**src/rtl/otter_run_controller.sv**
```systemverilog
// Run/check controller for OTTER: sources CPU_RST and snoops the IOBUS for an end-of-test write.
// Optional write counter (WR_COUNT) enabled by defining OTTER_RUN_WRCOUNT_EN.
module otter_run_controller #(
  parameter int unsigned RST_CYCLES = 2,
  parameter int unsigned MAX_CYCLES = 50,
  parameter logic [31:0] HALT_ADDR  = 32'h1100_00F0,
  parameter logic [31:0] PASS_VALUE = 32'h0000_0001,
  parameter int unsigned CNT_W      = 32
) (
  input  logic             CLK,
  input  logic             RST_N,
  input  logic             START,
  input  logic [31:0]      IOBUS_ADDR,
  input  logic [31:0]      IOBUS_OUT,
  input  logic             IOBUS_WR,
  output logic             CPU_RST,
  output logic             BUSY,
  output logic             DONE,
  output logic             PASS,
  output logic             FAIL,
  output logic             TIMEOUT,
  output logic [31:0]      RESULT,
`ifdef OTTER_RUN_WRCOUNT_EN
  output logic [15:0]      WR_COUNT,
`endif
  output logic [CNT_W-1:0] CYCLE_COUNT
);

  localparam int unsigned HoldW = (RST_CYCLES > 1) ? $clog2(RST_CYCLES + 1) : 1;
  localparam logic [HoldW-1:0] HoldInit = HoldW'(RST_CYCLES);
  localparam logic [CNT_W-1:0] LastRunCnt = CNT_W'(MAX_CYCLES - 1);

  typedef enum logic [1:0] {StIdle, StResetHold, StRun, StDone} state_e;

  state_e           state_q, state_d;
  logic [HoldW-1:0] hold_q, hold_d;
  logic             cpu_rst_q, cpu_rst_d;
  logic             busy_q, busy_d;
  logic             done_q, done_d;
  logic             pass_q, pass_d;
  logic             fail_q, fail_d;
  logic             timeout_q, timeout_d;
  logic [31:0]      result_q, result_d;
  logic [CNT_W-1:0] cnt_q, cnt_d;
`ifdef OTTER_RUN_WRCOUNT_EN
  logic [15:0]      wr_q, wr_d;
`endif

  logic halt_wr;
  logic last_run;

  assign halt_wr  = IOBUS_WR && (IOBUS_ADDR == HALT_ADDR);
  // cnt_q still holds k-1 during RUN cycle k
  assign last_run = (cnt_q == LastRunCnt);

  // State and registered outputs
  always_ff @(posedge CLK or negedge RST_N) begin
    if (!RST_N) begin
      state_q   <= StIdle;
      hold_q    <= '0;
      cpu_rst_q <= 1'b1;
      busy_q    <= 1'b0;
      done_q    <= 1'b0;
      pass_q    <= 1'b0;
      fail_q    <= 1'b0;
      timeout_q <= 1'b0;
      result_q  <= '0;
      cnt_q     <= '0;
`ifdef OTTER_RUN_WRCOUNT_EN
      wr_q      <= '0;
`endif
    end else begin
      state_q   <= state_d;
      hold_q    <= hold_d;
      cpu_rst_q <= cpu_rst_d;
      busy_q    <= busy_d;
      done_q    <= done_d;
      pass_q    <= pass_d;
      fail_q    <= fail_d;
      timeout_q <= timeout_d;
      result_q  <= result_d;
      cnt_q     <= cnt_d;
`ifdef OTTER_RUN_WRCOUNT_EN
      wr_q      <= wr_d;
`endif
    end
  end

  // Next-state logic
  always_comb begin
    state_d = state_q;
    unique case (state_q)
      StIdle, StDone: if (START) state_d = StResetHold;
      StResetHold:    if (hold_q == HoldW'(1)) state_d = StRun;
      StRun:          if (halt_wr || last_run) state_d = StDone;
      default:        state_d = StIdle;
    endcase
  end

  // Output and datapath next values
  always_comb begin
    hold_d    = hold_q;
    done_d    = done_q;
    pass_d    = pass_q;
    fail_d    = fail_q;
    timeout_d = timeout_q;
    result_d  = result_q;
    cnt_d     = cnt_q;
`ifdef OTTER_RUN_WRCOUNT_EN
    wr_d      = wr_q;
`endif
    // Processor runs only while the next state is RUN, so it freezes right after a verdict
    cpu_rst_d = (state_d != StRun);
    busy_d    = (state_d == StResetHold) || (state_d == StRun);

    unique case (state_q)
      StIdle, StDone: begin
        if (START) begin
          hold_d    = HoldInit;
          done_d    = 1'b0;
          pass_d    = 1'b0;
          fail_d    = 1'b0;
          timeout_d = 1'b0;
          result_d  = '0;
          cnt_d     = '0;
`ifdef OTTER_RUN_WRCOUNT_EN
          wr_d      = '0;
`endif
        end
      end
      StResetHold: begin
        hold_d = hold_q - HoldW'(1);
      end
      StRun: begin
        cnt_d = cnt_q + CNT_W'(1);
`ifdef OTTER_RUN_WRCOUNT_EN
        if (IOBUS_WR && (wr_q != 16'hFFFF)) wr_d = wr_q + 16'd1;
`endif
        // Halt write wins over a timeout in the final budget cycle
        if (halt_wr) begin
          result_d = IOBUS_OUT;
          pass_d   = (IOBUS_OUT == PASS_VALUE);
          fail_d   = (IOBUS_OUT != PASS_VALUE);
          done_d   = 1'b1;
        end else if (last_run) begin
          timeout_d = 1'b1;
          done_d    = 1'b1;
        end
      end
      default: ;
    endcase
  end

  assign CPU_RST     = cpu_rst_q;
  assign BUSY        = busy_q;
  assign DONE        = done_q;
  assign PASS        = pass_q;
  assign FAIL        = fail_q;
  assign TIMEOUT     = timeout_q;
  assign RESULT      = result_q;
  assign CYCLE_COUNT = cnt_q;
`ifdef OTTER_RUN_WRCOUNT_EN
  assign WR_COUNT    = wr_q;
`endif

endmodule

```
**config.mk**
```make
export PLATFORM = sky130hd
export DESIGN_NAME = otter_run_controller
export DESIGN_NICKNAME = d
export VERILOG_FILES = /design/src/rtl/otter_run_controller.sv
export SDC_FILE = /design/constraint.sdc
export NUM_CORES = 1
export LEC_CHECK = 0
export ABC_AREA = 1
export ABC_CLOCK_PERIOD_IN_PS = 2400
export BUFFER_PORTS_ARGS = -buffer_cell sky130_fd_sc_hd__buf_4
export CAP_MARGIN = 10
export CORE_ASPECT_RATIO = 1.75
export CORE_MARGIN = 2
export CORE_UTILIZATION = 51
export DETAILED_ROUTE_END_ITERATION = 8
export HOLD_SLACK_MARGIN = 0.1
export PLACE_DENSITY = 0.9
export RECOVER_POWER = 100
export REMOVE_ABC_BUFFERS = 1
export SYNTH_ARGS = -nofsm -noshare
export SYNTH_HDL_FRONTEND = slang
export SYNTH_SLANG_ARGS = --single-unit
```
**constraint.sdc**
```tcl
create_clock -name CLK -period 2.4 [get_ports CLK]
set_input_delay 0.24 -clock CLK [delete_from_list [all_inputs] [get_ports CLK]]
set_output_delay 0.24 -clock CLK [all_outputs]
set_load 0.05 [all_outputs]
```
* After elaboration in Yosys (flattened, before gate mapping)
Cells that the tools add are included.
** Word-level totals
- Flip-flop bits (word level) :: 74
- Bits in latches :: 0
- Logic and storage cells :: 60
- Memory bits (read-only) :: 0
- Memories :: 0
- Bits in writable memories :: 0
** Operators by class
- Bitwise operators :: 0
- Add/sub/neg operators :: 2
- Equal/unequal tests :: 16
- Muxes and demuxes :: 20
- Order comparisons :: 0
- Shifts and indexed selects :: 0
- Divide/modulo/power cells :: 0
- Reductions and logical operators :: 12
- Multipliers :: 0
** Operator list (count)
- $pmux W32 S2 :: 2
- $mux W32 :: 2
- $add A32 B1 Y32 const B :: 1
- $eq A32 B1 Y1 const B :: 1
- $eq A32 B29 Y1 const B :: 1
- $eq A32 B6 Y1 const B :: 1
- $ne A32 B1 Y1 const B :: 1
- $ne A2 B2 Y1 const B :: 5
- $mux W2 :: 4
- $pmux W1 S2 :: 4
- $eq A2 B1 Y1 const B :: 3
- $eq A2 B2 Y1 const B :: 3
- $mux W1 :: 6
- $pmux W2 S3 :: 1
- $reduce_and A3 Y1 :: 2
- $pmux W2 S2 :: 1
- $reduce_and A2 Y1 :: 2
- $reduce_and A4 Y1 :: 1
- $reduce_bool A2 Y1 :: 2
- $ne A3 B3 Y1 const B :: 1
- $logic_not A2 Y1 :: 1
- $logic_or A1 B1 Y1 :: 2
- $reduce_or A2 Y1 :: 1
- $sub A2 B1 Y2 const B :: 1
- $logic_and A1 B1 Y1 :: 1

* Logic depth before layout (Yosys ltp)
- Depth in word-level cells :: 7
- Mapped depth :: 13
- Mapped depth without buffers :: 13

* Worst setup path after synthesis
OpenSTA, ideal clock, no wires.
- Path type :: register to register
- Start point :: register cnt_q[0] (netlist: CYCLE_COUNT[0])
- End point :: register busy_q (netlist: BUSY)
- Path slack :: 0.483 ns
- Path buffers :: 0
- Data required time :: 2.287 ns
- Setup time :: 0.113 ns
- Stages on the path, launching flop included :: 13
- Arrival time :: 1.804 ns
- Cell sequence :: dfrtp_1 > ha_1 > nand3_1 > nor2_1 > nand2_1 > nor2_1 > nor2_1 > nand2_1 > nand2_1 > nand2_1 > nand2_1 > ha_1 > inv_1
** Between the ends
- Cells in the longest elaborated chain, start to end :: 6
- Elaborated cells between the ends (all ways) :: 7
** RTL lines
- start: declaration :: RTL line 44 : logic [CNT_W-1:0] cnt_q, cnt_d;
- start signal: assignment :: RTL line 82 : cnt_q <= cnt_d;
- $eq A32 B6 Y1 * :: RTL line 54 : assign last_run = (cnt_q == LastRunCnt);
- $logic_or A1 B1 Y1 * :: RTL line 95 : StRun: if (halt_wr || last_run) state_d = StDone;
- $mux W2 * :: RTL line 95
- $pmux W2 S3 * :: RTL line 92 : unique case (state_q)
- $eq A2 B1 Y1 or $eq A2 B2 Y1 (tied branches) :: RTL line 114 : busy_d = (state_d == StResetHold) || (state_d == StRun);
- $logic_or A1 B1 Y1 * :: RTL line 114
- net busy_d :: RTL line 38 : logic busy_q, busy_d;
- end signal: assignment :: RTL line 76 : busy_q <= busy_d;
- end: declaration :: RTL line 38
The timed path passes the listed nets; every way through them passes the cells marked *.
A chain may end at the register's enable or synchronous reset.

* Worst setup path in the final report
- Start point :: register state_q[0]
- End point :: register cnt_q[20] (netlist: CYCLE_COUNT[20])
** Between the ends
- Cells in the longest elaborated chain, start to end :: 4
- Elaborated cells between the ends (all ways) :: 8
** RTL lines
- start: declaration :: RTL line 35 : state_e state_q, state_d;
- start signal: assignment :: RTL line 59 : state_q <= StIdle;
- start signal: assignment :: RTL line 73 : state_q <= state_d;
- $eq A2 B2 Y1 or $logic_not A2 Y1 (tied branches) :: RTL line 116 : unique case (state_q)
- $reduce_or A2 Y1 :: RTL line 116
- $ne A2 B2 Y1 (no source line) or $reduce_bool A2 Y1 (tied branches)
- $reduce_and A2 Y1 (no source line)
Several ways; a longest one is shown, not always the timed one.

==> results by group <==
Global route
  • Initial antenna violation count: 0
  • Grt ovf: 0
  • Number of global-route vias before repair: 4,330
  • Largest net degree at the start of global routing: 75
  • Gr usage total: 0.273
  • First-pass GRT wire length: 19,100 um

Timing
  • Final worst setup slack: 0.176 ns
  • Final Skew: 0.00406 ns
  • Max-slew violations: 0
  • Worst-margin pin slew: 0.957 ns
  • Post-layout min period: 2.22 ns
  • Slew HR: 0.362
  • Final hold vios: 0
  • Achievable clock frequency: 450 MHz
  • Period utilization: 0.927
  • RSZ-0062 raised after global routing: false
  • # setup viols final: 0

Critical path
  • FF-to-FF Start: state_q[0]$_DFF_PN0_
  • Setup crit end: CYCLE_COUNT[20]$_DFFE_PN0P_
  • Critical Path Max Stage Delay: 0.39 ns
  • Worst path slowest cell: dfrtp_1
  • Worst path arrival time: 2.48 ns
  • Register-to-Register Setup Slack: 0.18 ns
  • Crit path kind: reg -> reg
  • Top cell by count, worst path: inv_1
  • Startpoint types: register
  • Crit. End Element: register
  • CP required: 2.66 ns
  • FF-to-FF path depth: 11
  • Critical path's top delay family: simple AND/OR/NAND/NOR gates
  • Crit path depth: 11
  • Worst path buffer plus inverter count: 3
  • CP Cell Sequence: inv_1 > ha_1 > inv_1 > nor2_4 > nor2_4 > nand2_2 > nor3_2 > nand2_1 > o21ai_0 > inv_1 > nor2_1
  • FF-to-FF End: CYCLE_COUNT[20]$_DFFE_PN0P_
  • CP Launch Point: state_q[0]$_DFF_PN0_
  • Crit-path max FO: 8

Route
  • DRC Markers: 0
  • Final wirelength: 11,900 um
  • Starting DRT DRC Count: 374
  • Drt pass-1 iters: 6
  • Routed Antenna Nets: 0
  • Routed length per instance: 15.0 um
  • Routed via count: 4,374
  • Vias/cell: 5.52

Run status
  • Status: completed

Final layout
  • Area Overhead vs Synth: 28.2%
  • Commonest non-fill, non-tap cells in the layout: nand2_1 (121), nor2_1 (83), nand3_1 (83)
  • Commonest non-fill, non-tap cell in the layout: nand2_1
  • Ant diodes: 0
  • Finished layout cell area: 5290 sq um
  • Nets: 771
  • Fillers: 714
  • Layout cells sized above 1: 0.182
  • Final Non-Filler Cells: 792

Synthesis
  • Post-Synthesis Cells: 555
  • Async set or reset register ratio after synthesis: 1.00
  • Synthesized area: 4130 sq um
  • Top FF cell, synth: dfrtp_1
  • Post-synth EDFFs: 0
  • Post-synthesis sequential area ratio: 0.449
  • Library cells used by synthesis: 36
  • Yosys warning count: 0
  • Synthesized area per cell: 7.44 sq um
  • Yosys reg bits: 74

Power
  • Worst vdd ir: 0.482 mV
  • PwrDens: 832 nW/um^2
  • Leakage: 2.64 nW

Placed design
  • Cells after DPL: 770
  • DP HPWL: 8620 um
  • Gpl congestion: 0.902
  • Pre-CTS setup slack: 0.180 ns
  • Area post-placement: 5200 sq um
  • Port buffer count: 137

Clocking
  • Sink Count: 74
  • Max Root-Sink Buffers: 2
  • Clock Latency Late Sink: 0.33 ns
  • Num CTS Buffers: 9
  • Clock transition at path regs: 0.06 ns
  • H-tree levels: 3
  • Root Buffer: clkbuf_16
  • CTS tree: yes

Flow run
  • Max Cap Violations: 0

Floorplan
  • Die height: 123 um
  • Io pins: 138
  • Effective utilization at floorplan: 0.522
  • Core Footprint: 7910 sq um
  • Die area: 8860 sq um
  • Die width: 72.0 um
  • Rows: 43

Min path
  • Hold crit path type: in -> reg
stage by stage:
stage          TNS (ns)  hold slack, ns  total power (W)   util
2_1_floorplan    -0.628         -0.0556          0.00238      -
3_3_place_gp          0           0.422          0.00287  0.657
3_5_place_dp          0           0.436          0.00292  0.657
4_1_cts               0           0.143          0.00428  0.697
5_1_grt               0           0.152          0.00464  0.669
6_report              0           0.148          0.00440  0.669
final cells by class:
cell class                      count  area, sq um  share of cell area
Clock buffer                       11          253              0.0478
Tap cell                           90          113              0.0213
Inverter                           65          244              0.0461
Clock inverter                      5         52.6             0.00993
Timing Repair Buffer              148          851               0.161
Multi-Input combinational cell    399         1920               0.364
Sequential cell                    74         1850               0.350
where the power goes:
| part | leakage, nW | internal [W] | switching (W) |
|---|---|---|---|
| clock | 0.151 | 0.000856 | 0.000513 |
| sequential | 1.02 | 0.00133 | 0.0000519 |
| combinational | 1.47 | 0.000495 | 0.00116 |
worst register-to-register path: cells and delay by family (launching register included):
kind / cells / cell delay (ns)
adders and majority gates: 1 / 0.35
AOI/OAI and AO/OA: 1 / 0.22
and+or+nand+nor: 6 / 0.90
buffers and inverters: 3 / 0.31
DFF: 1 / 0.39
metal layers:
| metal | track usage | vias up | routed length [um] | part of all wire |
|---|---|---|---|---|
| li1 | - | 2074 | - | - |
| met1 | 0.288 | 2040 | 4260 | 0.36 |
| met2 | 0.497 | 213 | 6330 | 0.53 |
| met3 | 0.0530 | 47 | 728 | 0.061 |
| met4 | 0.153 | 0 | 528 | 0.045 |
| met5 | 0 | - | 0 | 0 |
repair_timing:
action,in CTS,in global routing
resized for setup,0,0
hold endpoints to repair,57,0
setup buffers,0,5
hold buffers,1,0
setup endpoints to repair,0,3
worst min-delay path by stage:
stage                  start                    endpoint  slack [ns]  depth (start not counted)
2_1_floorplan          RST_N              BUSY$_DFF_PN0_       -0.06                          0
3_3_place_gp           RST_N  CYCLE_COUNT[4]$_DFFE_PN0P_        0.42                          1
3_5_place_dp           RST_N  CYCLE_COUNT[6]$_DFFE_PN0P_        0.44                          1
6_report       IOBUS_OUT[23]      RESULT[23]$_DFFE_PN0P_        0.15                          3
4_1_cts        IOBUS_OUT[29]      RESULT[29]$_DFFE_PN0P_        0.14                          3
5_1_grt        IOBUS_OUT[28]      RESULT[28]$_DFFE_PN0P_        0.15                          3
cells by family after synthesis:
family,after synthesis,synth area share
AND/OR/NAND/NOR,344,0.384
buffers and inverters,82,0.0852
AO/OA/AOI/OAI,49,0.0634
adder cells (fa/ha/maj),6,0.0182
flip-flops,74,0.449
state kept, by name (all words and copies together), names as in the netlist:
name         count
CYCLE_COUNT     32
RESULT          32
hold_q           2
state_q          2
BUSY             1
CPU_RST          1
DONE             1
FAIL             1
PASS             1
TIMEOUT          1
cell usage after synthesis, types with 2 or more instances:
master | instances | area, sq um
inv_1 | 57 | 214
nor2_1 | 84 | 315
nor2_2 | 5 | 31.3
nor4_1 | 6 | 37.5
inv_2 | 7 | 26.3
clkbuf_1 | 2 | 7.51
o21ai_1 | 3 | 15.0
buf_6 | 2 | 22.5
nor3_2 | 3 | 30.0
nand2_2 | 7 | 43.8
nand3_2 | 2 | 20.0
buf_2 | 8 | 40.0
nand2_1 | 121 | 454
ha_1 | 6 | 75.1
nor3_1 | 14 | 70.1
nand4_1 | 8 | 50.1
nor2_4 | 5 | 56.3
nand3_1 | 83 | 415
a21oi_1 | 22 | 110
o21ai_0 | 18 | 90.1
buf_4 | 5 | 37.5
dfrtp_1 | 73 | 1830
No activity file was read; power rests on OpenSTA's default activity.
